[src/rtl/conv_pkg.sv]
// Shared types and sizing helpers for the convolution result streamer.
// Optional build macro used by the streamer: CONV_RELU_EN.
package conv_pkg;

    localparam int DATA_W_DEF = 16;
    localparam int ADDR_W_DEF = 10;
    localparam int I_W_DEF    = 10;
    localparam int K_W_DEF    = 3;

    typedef enum logic [1:0] {
        IDLE,
        STREAM,
        DRAIN,
        ERR
    } state_t;

    // Number of valid output positions: (I-K+1)^2. Only meaningful when size_ok().
    function automatic logic [63:0] out_count(input logic [31:0] i, input logic [31:0] k);
        logic [63:0] side;
        side = {32'd0, i} - {32'd0, k} + 64'd1;
        return side * side;
    endfunction

    // A kernel must be non-empty and fit inside the image.
    function automatic logic size_ok(input logic [31:0] i, input logic [31:0] k);
        return (k != 32'd0) && (k <= i);
    endfunction

endpackage

[src/rtl/conv_skid_fifo.sv]
// Two-entry synchronous FIFO that absorbs the memory's read latency.
// Push and pop in the same cycle leave occupancy unchanged.
module conv_skid_fifo #(
    parameter int W = 16
) (
    input  logic         clk,
    input  logic         reset_n,
    input  logic         push,
    input  logic [W-1:0] push_data,
    input  logic         pop,
    output logic [W-1:0] head,
    output logic         empty,
    output logic [1:0]   count
);

    logic [1:0][W-1:0] mem_q, mem_d;
    logic              wr_ptr_q, wr_ptr_d;
    logic              rd_ptr_q, rd_ptr_d;
    logic [1:0]        cnt_q, cnt_d;
    logic              do_push, do_pop;

    // Pointer/occupancy update; a push into a full FIFO is only taken alongside a pop.
    always_comb begin
        mem_d    = mem_q;
        wr_ptr_d = wr_ptr_q;
        rd_ptr_d = rd_ptr_q;
        cnt_d    = cnt_q;
        do_pop   = pop && (cnt_q != 2'd0);
        do_push  = push && ((cnt_q != 2'd2) || do_pop);
        if (do_push) begin
            mem_d[wr_ptr_q] = push_data;
            wr_ptr_d        = ~wr_ptr_q;
        end
        if (do_pop) begin
            rd_ptr_d = ~rd_ptr_q;
        end
        if (do_push && !do_pop) begin
            cnt_d = cnt_q + 2'd1;
        end else if (do_pop && !do_push) begin
            cnt_d = cnt_q - 2'd1;
        end
    end

    // Storage and pointer registers.
    always_ff @(posedge clk or negedge reset_n) begin
        if (!reset_n) begin
            mem_q    <= '0;
            wr_ptr_q <= 1'b0;
            rd_ptr_q <= 1'b0;
            cnt_q    <= 2'd0;
        end else begin
            mem_q    <= mem_d;
            wr_ptr_q <= wr_ptr_d;
            rd_ptr_q <= rd_ptr_d;
            cnt_q    <= cnt_d;
        end
    end

    assign head  = mem_q[rd_ptr_q];
    assign empty = (cnt_q == 2'd0);
    assign count = cnt_q;

endmodule

[src/rtl/conv_result_streamer.sv]
// Drains the convolution output memory (addresses 0..N-1, N=(I-K+1)^2) onto a
// valid/ready stream at full rate. Define CONV_RELU_EN to clamp negative
// results to zero on the stream output.
module conv_result_streamer
    import conv_pkg::*;
#(
    parameter int DATA_W = DATA_W_DEF,
    parameter int ADDR_W = ADDR_W_DEF,
    parameter int I_W    = I_W_DEF,
    parameter int K_W    = K_W_DEF
) (
    input  logic              clk,
    input  logic              reset_n,
    input  logic              start,
    input  logic [I_W-1:0]    I,
    input  logic [K_W-1:0]    K,
    output logic              rd_en,
    output logic [ADDR_W-1:0] rd_addr,
    input  logic [DATA_W-1:0] rd_data,
    output logic              m_valid,
    input  logic              m_ready,
    output logic [DATA_W-1:0] m_data,
    output logic              m_last,
    output logic              busy,
    output logic              finished,
    output logic              size_err
);

    localparam int CNT_W = ADDR_W + 1;

    state_t             state_q, state_d;
    logic [CNT_W-1:0]   n_q, n_d;
    logic [CNT_W-1:0]   rd_cnt_q, rd_cnt_d;
    logic [CNT_W-1:0]   tx_cnt_q, tx_cnt_d;
    logic               size_err_q, size_err_d;
    logic               rd_pend_q, rd_pend_d;   // read issued last cycle, data arrives now

    logic               pop;
    logic               fifo_empty;
    logic [1:0]         fifo_count;
    logic [DATA_W-1:0]  head;
    logic [2:0]         occ;

    conv_skid_fifo #(.W(DATA_W)) u_fifo (
        .clk       (clk),
        .reset_n   (reset_n),
        .push      (rd_pend_q),
        .push_data (rd_data),
        .pop       (pop),
        .head      (head),
        .empty     (fifo_empty),
        .count     (fifo_count)
    );

    // Control FSM: sizing on start, credit-limited reads, completion tracking.
    always_comb begin
        state_d    = state_q;
        n_d        = n_q;
        rd_cnt_d   = rd_cnt_q;
        tx_cnt_d   = tx_cnt_q;
        size_err_d = size_err_q;
        rd_en      = 1'b0;
        busy       = 1'b0;
        finished   = 1'b0;
        pop        = !fifo_empty && m_ready;
        // Slots committed after this cycle's pop; counting the pop keeps reads back-to-back.
        occ        = {1'b0, fifo_count} + {2'b00, rd_pend_q} - {2'b00, pop};

        if (pop) begin
            tx_cnt_d = tx_cnt_q + CNT_W'(1);
        end

        case (state_q)
            IDLE: begin
                if (start) begin
                    n_d        = CNT_W'(out_count(32'(I), 32'(K)));
                    rd_cnt_d   = '0;
                    tx_cnt_d   = '0;
                    size_err_d = !size_ok(32'(I), 32'(K));
                    state_d    = size_ok(32'(I), 32'(K)) ? STREAM : ERR;
                end
            end
            STREAM: begin
                busy = 1'b1;
                if (rd_cnt_q == n_q) begin
                    state_d = DRAIN;
                end else if (occ < 3'd2) begin
                    rd_en    = 1'b1;
                    rd_cnt_d = rd_cnt_q + CNT_W'(1);
                end
            end
            DRAIN: begin
                if (tx_cnt_q == n_q) begin
                    finished = 1'b1;
                    state_d  = IDLE;
                end else begin
                    busy = 1'b1;
                end
            end
            ERR: begin
                finished = 1'b1;
                state_d  = IDLE;
            end
            default: state_d = IDLE;
        endcase

        rd_pend_d = rd_en;
    end

    // State and counter registers.
    always_ff @(posedge clk or negedge reset_n) begin
        if (!reset_n) begin
            state_q    <= IDLE;
            n_q        <= '0;
            rd_cnt_q   <= '0;
            tx_cnt_q   <= '0;
            size_err_q <= 1'b0;
            rd_pend_q  <= 1'b0;
        end else begin
            state_q    <= state_d;
            n_q        <= n_d;
            rd_cnt_q   <= rd_cnt_d;
            tx_cnt_q   <= tx_cnt_d;
            size_err_q <= size_err_d;
            rd_pend_q  <= rd_pend_d;
        end
    end

    assign rd_addr  = rd_cnt_q[ADDR_W-1:0];
    assign m_valid  = !fifo_empty;
    assign m_last   = m_valid && (tx_cnt_q == n_q - CNT_W'(1));
    assign size_err = size_err_q;

    // Stream data straight from the buffer head, optionally clamped at zero.
    always_comb begin
`ifdef CONV_RELU_EN
        m_data = head[DATA_W-1] ? '0 : head;
`else
        m_data = head;
`endif
    end

endmodule
[config.mk]
export PLATFORM = sky130hd
export DESIGN_NAME = conv_result_streamer
export DESIGN_NICKNAME = d
export VERILOG_FILES = /design/src/rtl/conv_pkg.sv /design/src/rtl/conv_skid_fifo.sv /design/src/rtl/conv_result_streamer.sv
export SDC_FILE = /design/constraint.sdc
export NUM_CORES = 1
export LEC_CHECK = 0
export CAP_MARGIN = 30
export CORE_MARGIN = 2
export CORE_UTILIZATION = 55
export DETAILED_ROUTE_END_ITERATION = 12
export PLACE_DENSITY = 0.75
export SYNTH_ARGS = -nofsm -noshare
export SYNTH_HDL_FRONTEND = slang
export SYNTH_HIERARCHICAL = 1
export SYNTH_SLANG_ARGS = --single-unit
[constraint.sdc]
create_clock -name clk -period 4.9 [get_ports clk]
set_clock_uncertainty 0.05 [all_clocks]
set_input_delay 1.47 -clock clk [delete_from_list [all_inputs] [get_ports clk]]
set_output_delay 1.47 -clock clk [all_outputs]
set_load 0.1 [all_outputs]
==> tab_implementation.tex, run 1 <==
\begin{tabular}{lr}
\hline
Metric & Value \\
\hline
\multicolumn{2}{l}{\textbf{Outcome}} \\
Status & finished with violations \\
Violated checks & negative setup slack \\
\multicolumn{2}{l}{\textbf{Timing}} \\
Final-report setup violation count & 6 \\
Unrepaired setup endpoints after global routing & true \\
Number of failing hold endpoints at the final stage & 0 \\
Share of the cycle needed by the critical path after routing & 139\% \\
F\_max & 0.147 GHz \\
Setup slack after layout & -1.90 ns \\
Worst slew pin tran & 0.993 ns \\
Final Max Slew Viols & 0 \\
Worst-case hold slack & 0.455 ns \\
Worst slew margin relative to its limit & 33.6\% \\
Shortest clock period the worst path allows after layout & 6.80 ns \\
\multicolumn{2}{l}{\textbf{Synth}} \\
Multiplexer share of the synthesized area & 10.3\% \\
XOR/XNOR Fraction of Synth Area & 11.2\% \\
Count of flip-flops with a built-in enable after synthesis & 0 \\
Synth async-reset ratio & 100\% \\
Sequential fraction of the synthesis area & 32.1\% \\
Unique masters post-synth & 51 \\
Simple-gate portion of the synthesized area & 14.7\% \\
Number of synthesized register bits & 72 \\
Adder-cell share of the synthesized area & 18.2\% \\
Warning count from the yosys run & 6 \\
Largest family of logic cells by synthesized area & adder cells \\
Count of mapped cells out of synthesis & 574 \\
Synthesized-area fraction occupied by ao, oa, aoi and oai cells & 6.22\% \\
Mean area per synthesized cell & 9.78 µm² \\
Ys flop type & dfrtp\_1 \\
Post-synthesis cell area & 0.00561 mm² \\
Net count after synthesis & 673 \\
\multicolumn{2}{l}{\textbf{Floorplanning}} \\
Effective utilization at floorplan & 57.2\% \\
Die area & 0.0110 mm² \\
Chip width & 105 µm \\
Die Height & 105 µm \\
Core Rows & 36 \\
Io pins & 65 \\
Core outline area & 0.00982 mm² \\
\multicolumn{2}{l}{\textbf{Critical path}} \\
Nature of the critical path startpoint & input pin \\
Reg2reg start & u\_fifo/count[1]\$\_DFFE\_PN0P\_ \\
Setup crit end kind & register \\
Start point of the critical path & I[0] \\
Largest driver fanout on the critical path & 3 \\
CP arrival & 6.99 ns \\
Category of the critical setup timing path & in -> reg \\
Required time of the critical path & 5.09 ns \\
\multicolumn{2}{l}{\textbf{Layout}} \\
P\&R area growth vs syn & 32.2\% \\
Number of diodes & 0 \\
Layout Nets & 793 \\
Share of cells above drive strength 1 & 34.5\% \\
\multicolumn{2}{l}{\textbf{Clock network}} \\
Clock root buffer & clkbuf\_8 \\
CTS H-tree depth & 3 \\
Total clock sinks & 72 \\
Post-CTS Hold Fix Bufs & 0 \\
Source-to-sink clock delay at the later pin of the worst-skew pair & 0.36 ns \\
Clock buffer depth & 2 \\
Num CTS Buffers & 9 \\
Clk slew on worst S/H paths & 0.09 ns \\
TritonCTS clock tree & done \\
\multicolumn{2}{l}{\textbf{Min path}} \\
Startpoint of the lowest-slack hold path & u\_fifo/mem\_q[30]\$\_DFFE\_PN0P\_ \\
Worst hold path class & reg -> reg \\
\multicolumn{2}{l}{\textbf{Routing}} \\
Residual DRC & 0 \\
Number of iterations in the first detailed-routing pass & 4 \\
Number of antenna-violating nets in the routed design & 0 \\
Via count & 4,454 \\
Routed WL & 12,800 µm \\
Count of routing violations after the opening detailed-route iteration & 177 \\
WL/cell & 15.4 µm \\
Vias per cell & 5.35 \\
\multicolumn{2}{l}{\textbf{Run}} \\
Maxcap violations & 0 \\
\multicolumn{2}{l}{\textbf{Global route}} \\
Final global-route overflow total & 0 \\
Number of antenna violations at the first check in global routing & 0 \\
Via count of the first global-routing pass & 4,744 \\
Maximum number of pins on one net before global-route repair & 38 \\
First-pass GRT wire length & 22,100 µm \\
Combined global-route utilization of all metal layers & 24.5\% \\
\multicolumn{2}{l}{\textbf{Placement}} \\
Final RePlAce weighted congestion & 0.913 \\
DP Wirelength & 9730 µm \\
Count of input and output buffers & 64 \\
\hline
\end{tabular}
-- stage by stage --
step / utilization (%) / setup TNS (ns) / setup WS [ns] / area [µm²] / std cells
global placement: 70.1 / -12.50 / -2.51 / 6890 / 799
floorplan: - / -7.36 / -1.81 / 5870 / 574
CTS: 74.4 / -7.90 / -1.85 / 7310 / 827
global route: 75.6 / -8.88 / -2.07 / 7420 / 832
finish: 75.6 / -7.88 / -1.90 / 7420 / 832
detailed placement: 70.1 / -13.27 / -2.71 / 6890 / 799
-- cell usage after synthesis (all sizes together) (2+ instances only) --
master  number  share of area (%)
xnor2       31                4.8
nor2b        5               0.56
nor3        11               0.98
nand3b       2               0.27
nor4         8               0.89
nand3        7               0.62
nand2b      11                1.2
and3         3               0.33
fa          26                9.3
o21ai       18                1.6
nand4        4               0.45
dfrtp       72                 32
buf         14                1.9
a31oi        4               0.45
ha          40                8.9
clkbuf      15                1.0
o22ai        2               0.22
or3          4               0.53
nor2        53                3.6
a21oi       12                1.1
inv         64                4.3
and2         6               0.67
and2b        2               0.29
nand2       42                2.8
or4          3               0.47
mux2        48                9.6
nor3b        2               0.67
mux2i        4               0.71
a21o         4               0.53
xor2        41                6.4
a211oi       4               0.62
-- registers in the layout, summed over array words and instances (netlist names) --
signal           count
n_q                 10
rd_cnt_q            11
rd_pend_q            1
size_err             1
state_q              2
tx_cnt_q            11
u_fifo/count         2
u_fifo/mem_q        32
u_fifo/rd_ptr_q      1
u_fifo/wr_ptr_q      1
-- cells in the final DEF, fill, tap and decap left out, drive strengths merged, types with 2 or more instances in the layout --
cell and n:
nand3 7, inv 65, mux2 48, bufinv 3, or4 3, xor2 41
clkbuf 12, nand2 42, buf 101, o22ai 2, o21ai 18, nand4 4
a21o 4, fa 26, a21oi 12, and2 6, a211oi 4, nand3b 2
and3 3, dfrtp 72, nor2b 5, nor4 8, or3 4, clkdlybuf4s50 35
xnor2 31, nor3b 2, mux2i 4, nand2b 11, nor2 53, and2b 2
nor3 11, a31oi 4, ha 40
-- cell families after synthesis --
kind of cell / Yosys count
AOI/OAI and AO/OA: 53
and+or+nand+nor: 165
DFF: 72
muxes: 52
xor gates and xnor gates: 72
buffers and inverters: 94
adders and majority gates: 66
-- metal layers --
metal  GRT usage [%]  wire [µm]  vias up
met1            30.8       5430     2200
met3            3.93        531       27
met2            43.0       6640      108
met5               0          0        -
li1                -          -     2119
met4            8.10        251        0
-- path summary, 6_finish.rpt --
path,endpoint,depth (start not counted),slack [ns]
min in group asynchronous,u_fifo/mem_q[31]$_DFFE_PN0P_,1,1.16
setup / recovery,n_q[10]$_DFFE_PN0P_,27,-1.90
hold reg to reg,u_fifo/mem_q[30]$_DFFE_PN0P_,1,0.46
max in group asynchronous,rd_cnt_q[7]$_DFFE_PN0P_,2,2.68
hold / removal,u_fifo/mem_q[30]$_DFFE_PN0P_,1,0.46
setup reg to reg,rd_cnt_q[10]$_DFFE_PN0P_,13,1.49
-- critical path, stage by stage --
cell      delay [ns]
buf_8           0.11
inv_12          0.04
ha_4            0.13
fa_2            0.28
nor2b_4         0.07
or3_4           0.38
a221oi_4        0.30
buf_4           0.17
buf_4           0.11
xor2_1          0.24
nor3_1          0.12
a211oi_2        0.29
xnor2_1         0.12
fa_1            0.51
inv_2           0.04
fa_1            0.50
inv_2           0.04
fa_1            0.51
inv_2           0.04
fa_1            0.54
inv_2           0.05
ha_4            0.21
a21o_1          0.20
a31oi_4         0.17
xnor2_2         0.14
xnor2_1         0.13
o21ai_1         0.07
-- layout make-up --
type	instances	area, µm²
clock inverters	4	98.8
fillers	680	2390
repair buffers	138	1150
multi-input cells	408	3790
inverters	65	256
flip-flops and latches	72	1800
clock buffers	12	155
well taps	133	166
-- what timing repair did --
action / 4_1_cts / 5_1_grt
pin swaps: 36 / 22
endpoints found under the setup margin: 7 / 7
gates resized for setup: 52 / 20
hold endpoints to repair: 0 / 0
setup buffers: 12 / 5
Power of run 1 is not shown: default switching activity piles up to over one toggle a cycle in this logic, so the estimate is an artifact.
==> run 2: changes to the inputs <==
Settings changed: PLACE_DENSITY 0.75 to 0.9.
Clock period 4.9 ns to 7.75 ns, I/O delays scaled along.
==> run 2 against run 1 <==
- the run now ends clean
- die area did not move
- first-iteration DRC count rose by 87%
- largest cell class unchanged
- critical endpoint unchanged
- worst setup slack improved by 1.9 ns
- utilization fell by 2.7 points
==> tab_implementation.tex, run 2 (synthesized netlist as in run 1, its figures left out) <==
\begin{tabular}{lr}
\hline
Metric & Value \\
\hline
\multicolumn{2}{l}{\textbf{Global route}} \\
Via count of the first global-routing pass & 4,860 \\
Combined global-route utilization of all metal layers & 25.4\% \\
Maximum number of pins on one net before global-route repair & 73 \\
First-pass GRT wire length & 22,700 µm \\
Final global-route overflow total & 0 \\
Number of antenna violations at the first check in global routing & 0 \\
\multicolumn{2}{l}{\textbf{Min path}} \\
Worst hold path class & reg -> reg \\
Startpoint of the lowest-slack hold path & u\_fifo/mem\_q[19]\$\_DFFE\_PN0P\_ \\
Cells on Worst Hold Path & 1 \\
\multicolumn{2}{l}{\textbf{Layout}} \\
Layout Nets & 775 \\
P\&R area growth vs syn & 27.5\% \\
Final instance area & 0.00716 mm² \\
Highest-count cells in the layout ignoring fill and taps & dfrtp\_1 (72), inv\_1 (55), clkdlybuf4s50\_1 (55), buf\_4 (55) \\
Number of inserted filler cells in the final layout & 681 \\
Register bank with the most flops & u\_fifo/mem\_q \\
Number of diodes & 0 \\
Most common cell after layout, fill and taps aside & dfrtp\_1 \\
Number of flip-flops in the largest register & 32 \\
Registers with the most flip-flops & u\_fifo/mem\_q x32, rd\_cnt\_q x11, tx\_cnt\_q x11 \\
Share of cells above drive strength 1 & 26.0\% \\
\multicolumn{2}{l}{\textbf{Routing}} \\
Routed WL & 13,400 µm \\
Count of routing violations after the opening detailed-route iteration & 331 \\
Number of iterations in the first detailed-routing pass & 4 \\
Vias per cell & 5.44 \\
Residual DRC & 0 \\
Via count & 4,431 \\
Number of antenna-violating nets in the routed design & 0 \\
WL/cell & 16.4 µm \\
\multicolumn{2}{l}{\textbf{Clock network}} \\
Source-to-sink clock delay at the later pin of the worst-skew pair & 0.35 ns \\
Clock root buffer & clkbuf\_8 \\
CTS H-tree depth & 3 \\
TritonCTS clock tree & done \\
Total clock sinks & 72 \\
Num CTS Buffers & 9 \\
Post-CTS Hold Fix Bufs & 0 \\
Clock buffer depth & 2 \\
Clk slew on worst S/H paths & 0.08 ns \\
\multicolumn{2}{l}{\textbf{Timing}} \\
Number of failing hold endpoints at the final stage & 0 \\
Unrepaired setup endpoints after global routing & true \\
Final-report setup violation count & 0 \\
Worst slew pin tran & 0.996 ns \\
Worst slew margin relative to its limit & 33.4\% \\
Share of the cycle needed by the critical path after routing & 99.7\% \\
Setup slack after layout & 0.0199 ns \\
Final Max Slew Viols & 0 \\
F\_max & 0.129 GHz \\
Shortest clock period the worst path allows after layout & 7.73 ns \\
\multicolumn{2}{l}{\textbf{Placement}} \\
DP Wirelength & 9960 µm \\
Count of input and output buffers & 64 \\
DP Area & 0.00669 mm² \\
Final RePlAce weighted congestion & 0.874 \\
Worst slack at placement & -0.742 ns \\
\multicolumn{2}{l}{\textbf{Run}} \\
Maxcap violations & 0 \\
\multicolumn{2}{l}{\textbf{Critical path}} \\
Setup crit end kind & register \\
Category of the critical setup timing path & in -> reg \\
Required time of the critical path & 7.92 ns \\
Destination of the critical timing path & n\_q[10]\$\_DFFE\_PN0P\_ \\
Register-to-register path setup slack & 3.87 ns \\
Nature of the critical path startpoint & input pin \\
CP arrival & 7.90 ns \\
Start point of the critical path & K[1] \\
Largest driver fanout on the critical path & 3 \\
Worst Reg-to-Reg Cells & 12 \\
Reg2reg start & u\_fifo/count[1]\$\_DFFE\_PN0P\_ \\
RR Endpoint & rd\_cnt\_q[10]\$\_DFFE\_PN0P\_ \\
\multicolumn{2}{l}{\textbf{Floorplanning}} \\
Core outline area & 0.00982 mm² \\
Effective utilization at floorplan & 57.2\% \\
Die area & 0.0110 mm² \\
Core Rows & 36 \\
Chip width & 105 µm \\
Io pins & 65 \\
Die Height & 105 µm \\
\multicolumn{2}{l}{\textbf{Outcome}} \\
Status & finished, final reports clean \\
\hline
\end{tabular}
-- run 2: cell types whose count changed in the layout (fill, tap and decap cells not counted), sizes merged, moves of 2 or more --
cell / previous run / this run
bufinv: 3 / 1
clkinv: 1 / 4
buf: 101 / 60
clkdlybuf4s50: 35 / 55
-- run 2: metrics by stage --
step | setup TNS, ns | hold slack [ns] | std cells | util, %
4_1_cts | 0 | 0.464 | 811 | 71.9
2_1_floorplan | 0 | 0.425 | 574 | -
6_report | 0 | 0.458 | 814 | 72.9
3_5_place_dp | -1.79 | 0.442 | 789 | 68.2
3_3_place_gp | -1.25 | 0.432 | 789 | 68.2
5_1_grt | -0.251 | 0.481 | 814 | 72.9
-- run 2: worst min path at each step --
stage | endpoint | slack, ns
global placement | u_fifo/mem_q[28]$_DFFE_PN0P_ | 0.43
floorplan | u_fifo/mem_q[21]$_DFFE_PN0P_ | 0.42
detailed placement | u_fifo/mem_q[19]$_DFFE_PN0P_ | 0.44
finish | u_fifo/mem_q[19]$_DFFE_PN0P_ | 0.46
global route | u_fifo/mem_q[8]$_DFFE_PN0P_ | 0.48
CTS | u_fifo/mem_q[0]$_DFFE_PN0P_ | 0.46
-- run 2: final cells by class --
class	count	area, µm²	share of cell area, %
inverter	65	246	3.44
multi-input combinational	408	3680	51.4
clock inverter	7	80.1	1.12
timing repair buffer	120	1060	14.8
sequential	72	1800	25.2
tap	133	166	2.33
clock buffer	9	124	1.73
-- run 2: critical path, cell delays in order --
cell and delay [ns]:
dlygate4sd2_1 0.27, inv_1 0.09, ha_4 0.28, nand3b_1 0.14, a21bo_2 0.27, a221oi_4 0.27, nand2b_1 0.14, buf_4 0.16
nor2_4 0.10, xor2_1 0.18, nor2_2 0.07, fa_2 0.35, fa_1 0.55, inv_2 0.04, fa_1 0.50, inv_2 0.05
fa_1 0.51, inv_2 0.04, fa_1 0.55, inv_2 0.05, ha_4 0.23, a21o_1 0.16, a31oi_2 0.16, xnor2_1 0.17
xnor2_1 0.14, o21ai_1 0.07
-- run 2: timing repair --
action / 4_1_cts / 5_1_grt
endpoints found under the setup margin: 3 / 2
pin swaps: 32 / 28
buffers inserted: 6 / 3
gates resized for setup: 35 / 29
-- run 2: per-layer routing --
layer | vias to the layer above | part of all wire [%] | GRT usage (%)
li1 | 2078 | - | -
met1 | 2201 | 37 | 27.5
met2 | 121 | 57 | 49.9
met3 | 31 | 3.7 | 3.93
met4 | 0 | 2.6 | 7.81
met5 | - | 0 | 0
Power of run 2 is left out for the same reason.
==> run 3: changes to the inputs <==
Settings changed: CAP_MARGIN 30 to 20, HOLD_SLACK_MARGIN from default to 0.12.
==> results of run 3 <==
No change in the layout: final DEF, timing and power equal those of run 2.
Power of run 3 is left out for the same reason.
